**src/rtl/snap_pkg.sv**
```systemverilog
// Definitions shared by the snapshot capture controller and the software driver:
// FSM state encoding and the status-word bit positions.
package snap_pkg;

    typedef enum logic [1:0] {
        IDLE    = 2'd0,
        ARMED   = 2'd1,
        CAPTURE = 2'd2,
        DONE    = 2'd3
    } snap_state_e;

    localparam int ST_DONE = 31;
    localparam int ST_BUSY = 30;
    localparam int ST_WAIT = 29;

    // Words-written field sits in the low bits; flags overlay the top three bits.
    function automatic logic [31:0] pack_status(snap_state_e st, logic [31:0] words);
        logic [31:0] s;
        s          = words;
        s[ST_DONE] = (st == DONE);
        s[ST_BUSY] = (st == ARMED) || (st == CAPTURE);
        s[ST_WAIT] = (st == ARMED);
        return s;
    endfunction

endpackage

```
**src/rtl/snap_edge_det.sv**
```systemverilog
// Rising-edge detector: one-cycle pulse when d goes 0->1; history flop cleared by reset
// so a level already high when reset releases still counts as an edge.
module snap_edge_det (
    input  logic clk,
    input  logic rst_n,
    input  logic d,
    output logic rise
);

    logic d_q;

    // NOTE: sequential state uses non-blocking assignments so every flop samples pre-edge values.
    always_ff @(posedge clk) begin
        if (!rst_n) d_q <= 1'b0;
        else        d_q <= d;
    end

    assign rise = d & ~d_q;

endmodule

```
**src/rtl/adc_snap_capture_ctrl.sv**
```systemverilog
// Snapshot capture controller: arm on ctrl[0] edge, wait for trigger, then write
// 2**ADDR_W valid ADC words into the snapshot BRAM and report progress in status.
module adc_snap_capture_ctrl
    import snap_pkg::*;
#(
    parameter int ADDR_W = 11,
    parameter int DATA_W = 64
) (
    input  logic              user_clk,
    input  logic              user_rst_n,
    input  logic [31:0]       ctrl,
    input  logic              trig,
    input  logic [DATA_W-1:0] din,
    input  logic              din_valid,
    output logic [ADDR_W-1:0] bram_addr,
    output logic [DATA_W-1:0] bram_data,
    output logic              bram_we,
    output logic [31:0]       status
);

    localparam logic [ADDR_W:0] CNT_FULL = (ADDR_W + 1)'(2 ** ADDR_W);
    localparam logic [ADDR_W:0] CNT_LAST = (ADDR_W + 1)'(2 ** ADDR_W - 1);
    localparam logic [ADDR_W:0] CNT_ONE  = (ADDR_W + 1)'(1);

    snap_state_e     state_q, state_d;
    logic [ADDR_W:0] count_q, count_d;
    logic            arm_rise;
    logic            trig_hit;
    logic            accept;
    logic            unused_ctrl;

    assign unused_ctrl = ^ctrl[31:2];

    snap_edge_det u_arm_edge (
        .clk   (user_clk),
        .rst_n (user_rst_n),
        .d     (ctrl[0]),
        .rise  (arm_rise)
    );

    assign trig_hit = (ctrl[1] ? trig : 1'b1) & din_valid;

    // NOTE: every variable gets a default before the case so no path leaves one unassigned (no latches).
    always_comb begin
        state_d = state_q;
        count_d = count_q;
        accept  = 1'b0;
        unique case (state_q)
            IDLE: begin
                if (arm_rise) begin
                    state_d = ARMED;
                    count_d = '0;
                end
            end
            ARMED: begin
                // A fresh arm edge restarts the wait rather than racing the trigger.
                if (arm_rise) begin
                    count_d = '0;
                end else if (trig_hit) begin
                    accept  = 1'b1;
                    count_d = CNT_ONE;
                    state_d = (CNT_FULL == CNT_ONE) ? DONE : CAPTURE;
                end
            end
            CAPTURE: begin
                if (din_valid) begin
                    accept = 1'b1;
                    if (count_q != CNT_FULL) count_d = count_q + CNT_ONE;
                    if (count_q == CNT_LAST) state_d = DONE;
                end
            end
            DONE: begin
                if (arm_rise) begin
                    state_d = ARMED;
                    count_d = '0;
                end
            end
            default: state_d = IDLE;
        endcase
    end

    // Status is registered from next-state values so it lines up with the write it reflects.
    // NOTE: the write data register is reset too, since all outputs must read 0 after reset.
    always_ff @(posedge user_clk) begin
        if (!user_rst_n) begin
            state_q   <= IDLE;
            count_q   <= '0;
            bram_we   <= 1'b0;
            bram_addr <= '0;
            bram_data <= '0;
            status    <= '0;
        end else begin
            state_q <= state_d;
            count_q <= count_d;
            bram_we <= accept;
            if (accept) begin
                bram_addr <= count_q[ADDR_W-1:0];
                bram_data <= din;
            end
            status <= pack_status(state_d, 32'(count_d));
        end
    end

endmodule

```
**config.mk**
```make
export PLATFORM = sky130hd
export DESIGN_NAME = adc_snap_capture_ctrl
export DESIGN_NICKNAME = d
export VERILOG_FILES = /design/src/rtl/snap_pkg.sv /design/src/rtl/snap_edge_det.sv /design/src/rtl/adc_snap_capture_ctrl.sv
export SDC_FILE = /design/constraint.sdc
export NUM_CORES = 1
export LEC_CHECK = 0
export ABC_AREA = 1
export CELL_PAD_IN_SITES_DETAIL_PLACEMENT = 0
export CELL_PAD_IN_SITES_GLOBAL_PLACEMENT = 1
export CORE_UTILIZATION = 27
export CTS_CLUSTER_DIAMETER = 80
export DETAILED_ROUTE_END_ITERATION = 8
export PLACE_DENSITY_LB_ADDON = 0.25
export SLEW_MARGIN = 20
export SYNTH_ARGS = -nofsm -noshare
export SYNTH_HDL_FRONTEND = slang
export SYNTH_SLANG_ARGS = --single-unit
```
**constraint.sdc**
```tcl
create_clock -name user_clk -period 1.9 [get_ports user_clk]
set_input_delay 0.38 -clock user_clk [delete_from_list [all_inputs] [get_ports user_clk]]
set_output_delay 0.38 -clock user_clk [all_outputs]
set_load 0.05 [all_outputs]
```
==> run_results.csv <==
group,metric,value,unit
sta,whs,0.4784,ns
worst_setup_path,cpPeakStageDelay,0.80,ns
worst_setup_path,end_kind,"primary output",
detailed_routing,drc,0,
yosys,yosys-top-cells-count,"nor2_1, dfxtp_1, nand2_1",
finish,utilization,0.4274,
sta,fin_ws,0.03636,ns
sta,finalClockSkew,0.005405,ns
power_and_ir_drop,power.density,1201,nW/µm²
placement,dpl_cell_area,5787,µm²
yosys,yosys.area.top_type,"dfxtp_1",
yosys,synth_edf_count,0,
worst_setup_path,worstPathArrival,1.48,ns
status,status,"finished clean",
worst_setup_path,worst_ep_required_time,1.52,ns
yosys,synth_warnings,0,
power_and_ir_drop,p_leak,3.263,nW
worst_setup_path,critPathKind,"reg2out",
detailed_routing,drtPass1Iterations,6,
finish,final_area,6212,µm²
finish,drive_gt1_frac,0.1311,
sta,setup_viol_count_final,0,
detailed_routing,detail-route-antenna-nets,0,
yosys,ys_seq_area_frac,0.4681,
power_and_ir_drop,internal_power,4.488,mW
global_routing,top_usage_layer,"met2",
global_routing,grtUsageTotal,0.1495,
finish,fill_cells,1474,
clock_network,cts_tree,"built",
yosys,synth_cell_types,27,
floorplan,die-area,15380,µm²
placement,pre_cts_ws,-0.07337,ns
sta,finalHoldViolCount,0,
global_routing,antenna_found_initial,0,
floorplan,rows,44,
yosys,synth_most_common_cell,"nor2_1",
detailed_routing,drt-total-wl,11880,µm
clock_network,clk_latency,0.34,ns
clock_network,cts.sinks,94,
floorplan,core-area,14530,µm²
worst_setup_path,rrSetupSlack,0.15,ns
detailed_routing,drt_iter0_drc,255,
global_routing,grt_overflow_total,0,
sta,timing.fmax,0.5366,GHz
power_and_ir_drop,clkPwrFrac,0.262,
sta,final_max_slew_viol_count,0,
worst_setup_path,crit_family,"buffers and inverters",
detailed_routing,via_per_inst,4.361,
sta,fin_crit_sh,0.9809,
yosys,syn_inst,558,
worst_hold_path,hp-class,"reg2reg",
yosys,synth.area.top_cells,"dfxtp_1, nor2_1, o21ai_0",
worst_setup_path,critPathSlowestCell,"clkdlybuf4s50_1",
yosys,avgSynthCellArea,7.204,µm²
finish,seq_area,1886,µm²
sta,tightest_slew,0.5491,ns
floorplan,die_h,124.0,µm
clock_network,cts_root_buf,"clkbuf_16",
sta,slew_headroom,0.6335,
yosys,netlist_area,4020,µm²
power_and_ir_drop,switching_share,0.3985,
floorplan,die_width,124.0,µm
sta,rsz0062_at_grt,"no",
clock_network,postCtsSetupRepairBufs,0,
global_routing,grt_pass1_vias,3568,
global_routing,grt_use_met1,0.1821,
job,maxCapViolCount,0,
power_and_ir_drop,combPwrFrac,0.409,
detailed_routing,vias,3995,
global_routing,grt_pass1_wl,17620,µm
floorplan,start_util,0.2766,
placement,numPortBuffers,160,
power_and_ir_drop,seqPwrFrac,0.329,
floorplan,ios,208,
power_and_ir_drop,ir_drop,633.9,µV
finish,nNetsFinal,835,
detailed_routing,wl_per_cell,12.97,µm
worst_setup_path,cp_max_fo,2,
clock_network,cts-htree-levels,3,
yosys,synth_ff_type,"dfxtp_1",
placement,gp_congestion,0.8201,
worst_setup_path,cp_cell_sequence,"clkdlybuf4s50_1",
finish,multi_input_area,1765,µm²
clock_network,clockBufferDepth,2,
worst_setup_path,cp-start-kind,"register",
clock_network,numCtsBuffers,9,
yosys,yosysTopAreaCellShare,0.4681,
sta,post-route-min-period,1.864,ns
global_routing,met3_usage,0.03205,
yosys,synth_seq_cells,94,
yosys,async_flop_share,0,
worst_setup_path,cp_num_buf_inv,1,
sta,setup_tns,0,ns
finish,diodes,0,
global_routing,met2_usage,0.2493,
power_and_ir_drop,p_sw,2.973,mW
finish,area.growth.synth_to_final,54.53,%
placement,hpwl,8470,µm
global_routing,grt_max_degree,50,
clock_network,path_clk_slew,0.07,ns
==> power groups by stage <==
stage	clock [mW]	sequential (mW)	combinational, mW
after floorplan	0	3.57	0.976
final	1.96	2.46	3.05
after global placement	0	2.49	3.07
after global routing	2.10	2.50	3.30
after CTS	2.04	2.46	3.09
after detailed placement	0	2.51	3.08
==> logic make-up (layout without fill, tap and decap cells) <==
group / count (synthesis) / after routing / share of synthesized area
flops: 94 / 94 / 0.4681
xor+xnor: 3 / 3 / 0.006537
other cells: 1 / 17 / 0.0009328
compound gates: 101 / 101 / 0.1282
simple gates: 271 / 271 / 0.2661
buf+inv: 81 / 239 / 0.1083
fa+ha+maj: 7 / 7 / 0.02179
==> layout make-up <==
class | instances | area share
Clock buffer | 9 | 0.03625
Inverter | 34 | 0.02054
Multi-Input combinational cell | 399 | 0.2842
Clock inverter | 6 | 0.01531
Tap cell | 184 | 0.03706
Sequential cell | 94 | 0.3035
Timing Repair Buffer | 190 | 0.3031
==> through the flow <==
stage	std cells	power [mW]
floorplan	574	4.547
global placement	901	5.565
detailed placement	901	5.590
CTS	916	7.586
global route	916	7.888
finish	916	7.462
==> flip-flops by register name, indices dropped and copies added, names as in the netlist <==
| signal | count |
|---|---|
| bram_we | 1 |
| u_arm_edge.d_q | 1 |
| status | 15 |
| bram_data | 64 |
| bram_addr | 11 |
| state_q | 2 |
==> path summary, 6_finish.rpt <==
kind,from,end,cells past startpoint
setup / recovery,bram_addr[7],bram_addr[7],1
hold reg to reg,bram_data[52],bram_data[52],2
hold / removal,bram_data[52],bram_data[52],2
setup reg to reg,status[1],status[30],11
==> metal layers <==
| metal | part of all wire | wire length, µm |
|---|---|---|
| met4 | 0.018 | 216 |
| met3 | 0.055 | 659 |
| met5 | 0 | 0 |
| met2 | 0.48 | 5752 |
| met1 | 0.44 | 5248 |
==> repair_timing <==
item	4_1_cts	5_1_grt
pin swaps	0	0
gates resized for setup	3	44
setup endpoints to repair	3	44
hold buffers	0	0
gates cloned	0	0
==> placed cells by master, fill, tap and decap left out, types with 2 or more instances in the layout <==
master	n
dlygate4sd2_1	3
conb_1	17
nand2_2	2
buf_12	4
inv_1	29
o21ai_1	24
buf_4	62
o21ai_0	60
o211ai_1	2
dlymetal6s2s_1	42
ha_1	7
inv_2	4
nor2_1	171
nand4_1	4
nor3_1	3
dfxtp_1	91
xor2_1	3
bufinv_16	2
nand2_1	68
dfxtp_2	3
a21oi_1	13
clkdlybuf4s50_1	78
clkinvlp_4	2
clkbuf_16	9
nor2_2	3
nand3_1	18
Note: power is estimated with default switching activity, not from simulation.
==> RTL change: new RTL, same settings <==
Put one more register stage on the output `bram_data`. The value now appears one clock later. The other outputs are not delayed to match.
--- a/src/rtl/adc_snap_capture_ctrl.sv
+++ b/src/rtl/adc_snap_capture_ctrl.sv
@@ -22,4 +22,6 @@
     localparam logic [ADDR_W:0] CNT_LAST = (ADDR_W + 1)'(2 ** ADDR_W - 1);
     localparam logic [ADDR_W:0] CNT_ONE  = (ADDR_W + 1)'(1);
+
+    logic [DATA_W-1:0] bram_data_s0;
 
     snap_state_e     state_q, state_d;
@@ -88,5 +90,5 @@
             bram_we   <= 1'b0;
             bram_addr <= '0;
-            bram_data <= '0;
+            bram_data_s0 <= '0;
             status    <= '0;
         end else begin
@@ -96,5 +98,5 @@
             if (accept) begin
                 bram_addr <= count_q[ADDR_W-1:0];
-                bram_data <= din;
+                bram_data_s0 <= din;
             end
             status <= pack_status(state_d, 32'(count_d));
@@ -102,4 +104,8 @@
     end
 
+    always_ff @(posedge user_clk) begin
+        bram_data <= bram_data_s0;
+    end
+
 endmodule
 
Check against the original RTL: not equivalent (Yosys sat finds a counterexample within 4 cycles, from zero or initial values and one cycle with user_rst_n low).
==> RTL change against the original RTL <==
Synthesized area up 32%; combinational power down 4%; final cell count up 17%; sequential power up 65%; synthesized cell count up 11%; design area up 25%; total power up 42%; wire length up 17%; worst setup slack better by 0.15 ns; sequential cell count up 64; critical endpoint is now status[30].
==> RTL change: results <==
[yosys]
synth_compound_area_share_pct = 9.71
synth-seq-area-share_pct = 59.6
syn-instance-count = 622
synth_xor_area_share_pct = 0.495
synthTopCellsByArea = "dfxtp_1 60%, nor2_1 12%, o21ai_0 6.4%"
synth_cell_types = 28
ys_top_cells_by_count = "172 x nor2_1, 158 x dfxtp_1, 69 x nand2_1, 68 x o21ai_0, 29 x inv_1"
synth_fa_ha_area_share_pct = 1.65

[global_route]
use_met1_pct = 17.8
grt_use_total_pct = 14.3
grt_use_met2_pct = 23.8
grt_max_degree = 47
grt_pass1_vias = 4416
grtUsageMet3_pct = 4.34
grt_pass1_wl_mm = 22.3

[finish]
reg_top3 = "bram_data (64), bram_data_s0 (64), status (15)"
drive_gt1_share_pct = 12.7
fin_nets = 907

[clocking]
cts_resized = 64
cts_made_buffers = 17
htreeDepth = 4
clock_latency_ns = 0.42

[status]
status = "finished clean"

[placement]
hpwl_mm = 9.76
dpl_worst_slack_ns = -0.111
post_dp_cell_area_um2 = 7210
dp.cells = 1041

[detailed_routing]
dr_wl_met3_um = 798
drt-initial-drc-count = 219
drt-pass1-iter-count = 5
wl_per_cell_um = 13.0
routed_via_density = 4.20
met2_length_mm = 6.44

[power]
leakage_nw = 3.44
ir_drop_v = 0.000623

[critical_path]
cp_slowest_cell = "dfxtp_4"
crit_fanout = 6
critPathMaxStageDelay_ns = 0.38

[sta]
slew_headroom_pct = 62.2
[RTL change: final timing paths]
| kind | startpoint | to | slack, ns | depth (start not counted) |
|---|---|---|---|---|
| hold reg to reg | bram_data_s0[63] | bram_data[63] | 0.34 | 0 |
| setup reg to reg | status[1] | status[30] | 0.18 | 11 |
| setup / recovery | status[1] | status[30] | 0.18 | 11 |
| hold / removal | bram_data_s0[63] | bram_data[63] | 0.34 | 0 |
[RTL change: where the power goes]
group | switching [W] | total [W] | internal, W
Clock | 0.00147 | 0.00363 | 0.00216
Sequential | 0.000205 | 0.00406 | 0.00385
Combinational | 0.00200 | 0.00294 | 0.000938
Total | 0.00368 | 0.0106 | 0.00695
[RTL change: area by class of cell]
class / instances / area [µm²]
clock inverter: 14 / 195
tap: 260 / 325
multi-input combinational: 399 / 1770
fill: 1957 / 11200
inverter: 34 / 128
clock buffer: 18 / 439
sequential: 158 / 3170
timing repair buffer: 190 / 1750
